`src/rtl/sdram_pkg.sv`:
```
// Shared SDRAM host-side widths, arbiter state encoding and request payload.
package sdram_pkg;

  localparam int unsigned ADDR_W = 32;
  localparam int unsigned DATA_W = 16;
  localparam int unsigned BSEL_W = 2;

  typedef enum logic [0:0] {
    ST_IDLE = 1'b0,
    ST_BUSY = 1'b1
  } arb_state_e;

  // One latched host request as presented to the controller.
  typedef struct packed {
    logic [ADDR_W-1:0] addr;
    logic [DATA_W-1:0] wdata;
    logic              wr_en;
    logic [BSEL_W-1:0] bytesel;
  } host_req_t;

endpackage

```
`src/rtl/sdram_arbiter_rr_picker.sv`:
```
// Combinational round-robin priority encoder: first requester above i_last, wrapping.
module rr_picker #(
  parameter int unsigned N     = 2,
  parameter int unsigned IDX_W = (N > 1) ? $clog2(N) : 1
) (
  input  logic [N-1:0]     i_req,
  input  logic [IDX_W-1:0] i_last,
  output logic [N-1:0]     o_grant,
  output logic [IDX_W-1:0] o_idx,
  output logic             o_any
);

  logic [2*N-1:0] w_dbl;
  logic [N-1:0]   w_rot;
  int unsigned    w_ofs;

  // Rotate requests so bit 0 is the port just after the last winner.
  assign w_dbl = {i_req, i_req};
  assign w_rot = N'(w_dbl >> (32'(i_last) + 32'd1));

  // Lowest set bit of the rotated vector is the winner's offset.
  always_comb begin
    w_ofs = 0;
    o_any = 1'b0;
    for (int unsigned j = 0; j < N; j++) begin
      if (!o_any && w_rot[j]) begin
        o_any = 1'b1;
        w_ofs = j;
      end
    end
  end

  assign o_idx   = IDX_W'((32'(i_last) + 32'd1 + w_ofs) % N);
  assign o_grant = o_any ? (N'(1) << o_idx) : '0;

endmodule

```
`src/rtl/sdram_arbiter.sv`:
```
// Round-robin arbiter sharing one SDRAM controller host port among NUM_PORTS requesters.
module sdram_arbiter
  import sdram_pkg::*;
#(
  parameter int unsigned NUM_PORTS = 2,
  parameter int unsigned TIMEOUT   = 64,
  parameter int unsigned TO_W      = 7
) (
  input  logic                        clk,
  input  logic                        rst_n,
  input  logic [NUM_PORTS*ADDR_W-1:0] p_addr,
  input  logic [NUM_PORTS*DATA_W-1:0] p_wdata,
  input  logic [NUM_PORTS-1:0]        p_wr_en,
  input  logic [NUM_PORTS*BSEL_W-1:0] p_bytesel,
  output logic [DATA_W-1:0]           p_rdata,
  output logic [NUM_PORTS-1:0]        p_compl,
  output logic [NUM_PORTS-1:0]        p_err,
  output logic [NUM_PORTS-1:0]        p_grant,
  output logic [ADDR_W-1:0]           m_addr,
  output logic [DATA_W-1:0]           m_wdata,
  output logic                        m_wr_en,
  output logic [BSEL_W-1:0]           m_bytesel,
  input  logic [DATA_W-1:0]           m_rdata,
  input  logic                        m_compl,
  input  logic                        m_config_done
);

  localparam int unsigned LIDX_W = (NUM_PORTS > 1) ? $clog2(NUM_PORTS) : 1;

  arb_state_e          r_state;
  arb_state_e          w_state_nxt;
  host_req_t           r_req;
  host_req_t           w_req_sel;
  logic [NUM_PORTS-1:0] r_grant;
  logic [LIDX_W-1:0]   r_owner;
  logic [LIDX_W-1:0]   r_last;
  logic [TO_W-1:0]     r_wd;

  logic [NUM_PORTS-1:0] w_req;
  logic [NUM_PORTS-1:0] w_pick;
  logic [LIDX_W-1:0]   w_pick_idx;
  logic                w_any;
  logic                w_load;
  logic                w_release;

  // A port is requesting whenever any of its byte enables is set.
  for (genvar g = 0; g < NUM_PORTS; g++) begin : g_req
    assign w_req[g] = |p_bytesel[g*BSEL_W +: BSEL_W];
  end

  rr_picker #(
    .N     (NUM_PORTS),
    .IDX_W (LIDX_W)
  ) u_picker (
    .i_req   (w_req),
    .i_last  (r_last),
    .o_grant (w_pick),
    .o_idx   (w_pick_idx),
    .o_any   (w_any)
  );

  // Select the winning port's request fields.
  always_comb begin
    w_req_sel = '0;
    for (int unsigned i = 0; i < NUM_PORTS; i++) begin
      if (w_pick[i]) begin
        w_req_sel.addr    = p_addr[i*ADDR_W +: ADDR_W];
        w_req_sel.wdata   = p_wdata[i*DATA_W +: DATA_W];
        w_req_sel.wr_en   = p_wr_en[i];
        w_req_sel.bytesel = p_bytesel[i*BSEL_W +: BSEL_W];
      end
    end
  end

  // State register.
  always_ff @(posedge clk or negedge rst_n) begin
    if (!rst_n) begin
      r_state <= ST_IDLE;
    end else begin
      r_state <= w_state_nxt;
    end
  end

  // Next state plus same-cycle completion / error routing; completion beats timeout.
  always_comb begin
    w_state_nxt = r_state;
    w_load      = 1'b0;
    w_release   = 1'b0;
    p_compl     = '0;
    p_err       = '0;
    case (r_state)
      ST_IDLE: begin
        if (m_config_done && w_any) begin
          w_load      = 1'b1;
          w_state_nxt = ST_BUSY;
        end
      end
      ST_BUSY: begin
        if (m_compl) begin
          p_compl     = r_grant;
          w_release   = 1'b1;
          w_state_nxt = ST_IDLE;
        end else if (r_wd == TO_W'(TIMEOUT - 1)) begin
          p_err       = r_grant;
          w_release   = 1'b1;
          w_state_nxt = ST_IDLE;
        end
      end
      default: w_state_nxt = ST_IDLE;
    endcase
  end

  // Latched request, ownership, round-robin pointer and watchdog.
  always_ff @(posedge clk or negedge rst_n) begin
    if (!rst_n) begin
      r_req   <= '0;
      r_grant <= '0;
      r_owner <= '0;
      r_last  <= LIDX_W'(NUM_PORTS - 1);
      r_wd    <= '0;
    end else if (w_load) begin
      r_req   <= w_req_sel;
      r_grant <= w_pick;
      r_owner <= w_pick_idx;
      r_wd    <= '0;
    end else if (w_release) begin
      r_req.bytesel <= '0;
      r_req.wr_en   <= 1'b0;
      r_grant       <= '0;
      r_last        <= r_owner;
    end else if (r_state == ST_BUSY) begin
      r_wd <= r_wd + TO_W'(1);
    end
  end

  assign m_addr    = r_req.addr;
  assign m_wdata   = r_req.wdata;
  assign m_wr_en   = r_req.wr_en;
  assign m_bytesel = r_req.bytesel;
  assign p_grant   = r_grant;
  assign p_rdata   = m_rdata;

endmodule

```
`config.mk`:
```
export PLATFORM = sky130hd
export DESIGN_NAME = sdram_arbiter
export DESIGN_NICKNAME = d
export VERILOG_FILES = /design/src/rtl/sdram_pkg.sv /design/src/rtl/sdram_arbiter_rr_picker.sv /design/src/rtl/sdram_arbiter.sv
export SDC_FILE = /design/constraint.sdc
export NUM_CORES = 1
export LEC_CHECK = 0
export CORE_UTILIZATION = 38
export DETAILED_ROUTE_END_ITERATION = 16
export PLACE_DENSITY = 0.95
export SYNTH_ARGS = -nofsm -noshare
export SYNTH_HDL_FRONTEND = slang
export SYNTH_SLANG_ARGS = --single-unit
```
`constraint.sdc`:
```
create_clock -name clk -period 4.7 [get_ports clk]
set_input_delay 0.47 -clock clk [delete_from_list [all_inputs] [get_ports clk]]
set_output_delay 0.47 -clock clk [all_outputs]
set_load 0.05 [all_outputs]
```
# Word level (Yosys, flattened, before mapping)
# Index checks and enable logic that the tools add are counted.
dict set report word_totals {
  output_inout_bits 73
  input_bits 122
  word_cells 53
  register_bits 63
}
dict set report op_classes {
  shifts 2
  n_eq_ne 2
  reduce_logical 9
  bitwise_logic 2
  mux 26
  add_sub_neg 3
}
# op n
set ops {}
lappend ops {{$mux W51} 2}
lappend ops {{$mux W7} 3}
lappend ops {{$mux W2} 8}
lappend ops {{$mux W1} 10}
lappend ops {{$add A7 B1 Y7 const B} 1}
lappend ops {{$eq A7 B6 Y1 const B} 1}
lappend ops {{$mux W3} 2}
lappend ops {{$reduce_and A2 Y1} 2}
lappend ops {{$reduce_bool A2 Y1} 2}
lappend ops {{$reduce_or A2 Y1} 2}
lappend ops {{$shr A4 B2 Y2} 1}
lappend ops {{$add A1 B1 Y2 const B} 1}
lappend ops {{$logic_and A1 B1 Y1} 2}
lappend ops {{$ne A2 B2 Y1 const B} 1}
lappend ops {{$not A1 Y1} 2}
lappend ops {{$pmux W1 S2} 1}
lappend ops {{$shl A1 B1 Y2 const A} 1}
lappend ops {{$add A1 B1 Y1} 1}
lappend ops {{$logic_not A1 Y1} 1}

# Depth between registers and ports, before layout
dict set report logic_depth {
  ltp_word 12
  ltp_mapped 6
  ltp_nobuf 5
}

# By module
# Synthesis repeated with hierarchy kept, for this count alone.
dict set report hier_totals {
  hier_cells 314
  hier_area_um2 3116.7
}
# mod area_each_um2 instances cells_each seq_area_each_um2
set modules_own_cells {}
lappend modules_own_cells {sdram_arbiter 3080.5 1 309 1577.8}
lappend modules_own_cells {rr_picker 36.3 1 5 0.0}

# Worst setup path before layout
# No wires, ideal clock.
dict set report synth_path {
  path_kind {reg2out}
  from {register r_wd[0]}
  to {output port p_err[0]}
  required_time_ns 4.230
  path_slack_ns 2.656
  stages_incl_launch_ff 6
  n_path_buf 0
  arrival_time_ns 1.574
  path_cell_list {dfrtp_1 -> ha_1 -> and3b_1 -> nor2b_1 -> and4b_1 -> and2_1}
}
dict set report synth_via {
  elab_chain_cells 4
}
# item line
set synth_rtl {}
lappend synth_rtl {{start, declared} sdram_arbiter.sv:37} ;# logic [TO_W-1:0] r_wd;
lappend synth_rtl {{start signal, assigned} sdram_arbiter.sv:132} ;# r_wd <= r_wd + TO_W'(1);
lappend synth_rtl {{$eq A7 B6 Y1} sdram_arbiter.sv:103} ;# end else if (r_wd == TO_W'(TIMEOUT - 1)) begin
lappend synth_rtl {{$mux W2} sdram_arbiter.sv:103}
lappend synth_rtl {{$mux W2} sdram_arbiter.sv:99} ;# if (m_compl) begin
lappend synth_rtl {{$mux W2} sdram_arbiter.sv:91} ;# case (r_state)
lappend synth_rtl {{end, declared} sdram_arbiter.sv:17} ;# output logic [NUM_PORTS-1:0] p_err,
# Every way passes these cells.

# Final worst setup path
dict set report layout_path {
  from {input port m_compl}
  to {output port p_err[1]}
}
dict set report layout_via {
  elab_chain_cells 2
}
# item line
set layout_rtl {}
lappend layout_rtl {{start, declared} sdram_arbiter.sv:24} ;# input logic m_compl,
lappend layout_rtl {{$mux W2} sdram_arbiter.sv:99}
lappend layout_rtl {{$mux W2} sdram_arbiter.sv:91}
# Every way passes these cells.

==> impl_metrics.env <==
export IMPL_status="finished clean"
export IMPL_gr_total_overflow=0
export IMPL_antenna_found_initial=0
export IMPL_timing_final_crit_share_pct=66.65
export IMPL_num_vias=2765
export IMPL_postCtsResizedCells=0
export IMPL_setup_violations=0
export IMPL_min_path_type="primary input to asynchronous set/reset pin"
export IMPL_avgViaCountPerCell=5.530
export IMPL_drive_gt1_share_pct=5.486
export IMPL_hold_buffers=0
export IMPL_fmax_mhz=319.2
export IMPL_grt_pass1_wl_um=13090
export IMPL_fin_setup_tns_ns=0
export IMPL_drt_iter0_drc=261
export IMPL_dieHeight_um=88.53
export IMPL_rrSetupSlack_ns=2.55
export IMPL_clockBufferDepth=2
export IMPL_syn_inst=255
export IMPL_clock_skew_ns=0.005984
export IMPL_wl_um=8677
export IMPL_diodes=0
export IMPL_core_area_um2=7253
export IMPL_power_density_nw_per_um2=579.8
export IMPL_drc=0
export IMPL_leakage_uw=0.002150
export IMPL_cts_sinks=63
export IMPL_avgSynthCellArea_um2=11.16
export IMPL_reg2regPathDepth=4
export IMPL_p_total_uw=2652
export IMPL_synth_edf_count=0
export IMPL_clock_latency_ns=0.33
export IMPL_drt_pass1_iter_count=10
export IMPL_comb_power_share_pct=52.5
export IMPL_power_internal_uw=1441
export IMPL_ios=195
export IMPL_ant_nets=0
export IMPL_final_util_pct=63.07
export IMPL_avgRoutedWirePerCell_um=17.35
export IMPL_critPathRequiredTime_ns=4.23
export IMPL_tightestPinTransition_ns=1.062
export IMPL_hpwl_um=6142
export IMPL_track_usage_pct=22.44
export IMPL_critPathKind="primary input to output port"
export IMPL_syn2layout_area_growth_pct=60.77
export IMPL_gp_congestion=0.8204
export IMPL_cp_max_fo=5
export IMPL_synthesis_nets=378
export IMPL_p_sw_share_pct=45.69
export IMPL_cp_start_kind="primary input"
export IMPL_rsz0062_at_grt="false"
export IMPL_maxCapViolations=0
export IMPL_slew_headroom_pct=29.23
export IMPL_power_switching_uw=1212
export IMPL_cts_buffers=9
export IMPL_num_rows=31
export IMPL_ir_drop_uv=343.9
export IMPL_layout_nets=521
export IMPL_grt_max_degree=64
export IMPL_die_w_um=88.53
export IMPL_io_buffers=162
export IMPL_clock_root_buffer="clkbuf_8"
export IMPL_clk_pin_slew_ns=0.06
export IMPL_cts_setup_buffers=0
export IMPL_initial_core_util_pct=39.23
export IMPL_grt_pass1_vias=2853
export IMPL_hold_viol_final=0
export IMPL_ys_async_sr_fraction_pct=100.0
export IMPL_cts_tree="built"
export IMPL_p_clk_share_pct=15.1
export IMPL_ys_flop_type="dfrtp_1"
export IMPL_hold_slack_ns=0.2965
export IMPL_synth_seq_cells=63
export IMPL_seq_area_frac_synth_pct=55.45
export IMPL_yosysUniqueCellTypes=38
export IMPL_yosys_warnings=0
export IMPL_cp_end_kind="output port"
export IMPL_final_max_slew_viol_count=0
export IMPL_seq_power_share_pct=32.4
export IMPL_cp_arrival_ns=2.66
export IMPL_syn_area_um2=2845
export IMPL_htreeDepth=3
export IMPL_dieArea_um2=7838
export IMPL_fin_crit_ns=3.132
layout make-up:
cell class              count  area, µm²
clock buffers              13      158.9
clock inverters             1      5.005
fillers                   579       2679
inverters                  49      183.9
multi-input cells         110      885.9
flip-flops and latches     63       1578
well taps                  99      123.9
repair buffers            165       1639
path summary, 6_finish.rpt:
kind / startpoint / end
max in group asynchronous: rst_n / m_wdata[6]
setup / recovery: m_compl / p_err[1]
hold / removal: rst_n / m_bytesel[1]
hold reg to reg: m_wdata[2] / m_wdata[2]
setup reg to reg: r_state / m_wdata[4]
min in group clk: m_wdata[2] / m_wdata[2]
synth_stat cells, types with 2 or more instances:
master	instances	area, µm²
nand3_1	3	15.01
nor3_1	2	10.01
inv_1	49	183.9
and3_1	3	18.77
a31oi_1	2	12.51
clkbuf_1	3	11.26
a21oi_1	4	20.02
and3b_1	2	17.52
a21o_1	4	30.03
nor2_1	5	18.77
o21ai_1	5	25.02
buf_4	17	127.6
buf_2	12	60.06
o31ai_1	2	15.01
a222oi_1	48	480.5
nor2b_1	2	12.51
o21ai_0	2	10.01
dfrtp_1	62	1551
nand2_1	8	30.03
and2_1	2	12.51
sequential cells by signal, summed over array words and instances (netlist names):
name,cells
m_addr,32
m_wr_en,1
m_wdata,16
r_wd,7
r_last,1
m_bytesel,2
r_owner,1
r_state,1
p_grant,2
cells by family (layout without fill, tap and decap cells):
| family | count (synthesis) | count (layout) | share of synthesized area [%] |
|---|---|---|---|
| buffers and inverters | 82 | 228 | 13.85 |
| adder cells (fa/ha/maj) | 1 | 1 | 0.4397 |
| flip-flops | 63 | 63 | 55.45 |
| multiplexers | 1 | 1 | 0.3958 |
| AND/OR/NAND/NOR | 35 | 35 | 6.949 |
| AO/OA/AOI/OAI | 73 | 73 | 22.91 |
worst max-delay path, cell delays in order:
cell             delay (ns)
clkdlybuf4s50_1        0.48
and3b_1                0.27
nor2b_1                0.26
and4b_1                0.24
and2_1                 0.13
clkdlybuf4s50_1        0.80
placed cells by master, fill, tap and decap left out, types with 2 or more instances in the layout:
master / netlist / routed
nor3_1: 2 / 2
o21ai_0: 2 / 2
inv_1: 49 / 49
and3_1: 3 / 3
and2_1: 2 / 2
dfrtp_1: 62 / 62
nor2b_1: 2 / 2
a21o_1: 4 / 4
nand2_1: 8 / 8
o31ai_1: 2 / 2
clkdlybuf4s50_1: 0 / 161
o21ai_1: 5 / 5
clkbuf_8: 0 / 11
nor2_1: 5 / 5
buf_4: 17 / 3
nand3_1: 3 / 3
a31oi_1: 2 / 2
clkbuf_1: 3 / 2
a222oi_1: 48 / 48
a21oi_1: 4 / 4
per-layer routing:
metal  share of wire (%)  GRT usage, %
met1                  38         25.25
met2                  52         38.88
met3                 6.9         4.757
met4                 3.2         13.93
met5                   0             0
power by group through the flow:
stage               Sequential [µW]  Clock, µW  Combinational (µW)
floorplan                      1450          0                 297
global placement                851          0                1360
detailed placement              860          0                1400
CTS                             859        413                1400
global route                    881        437                1470
finish                          859        401                1390
metrics by stage:
step	setup WS (ns)	std cells	cell area, µm²
3_5_place_dp	1.578	486	4410
3_3_place_gp	1.675	486	4410
4_1_cts	1.569	500	4574
2_1_floorplan	2.656	255	2845
5_1_grt	1.463	500	4574
6_report	1.568	500	4574
No activity file was read; power rests on OpenSTA's default activity.
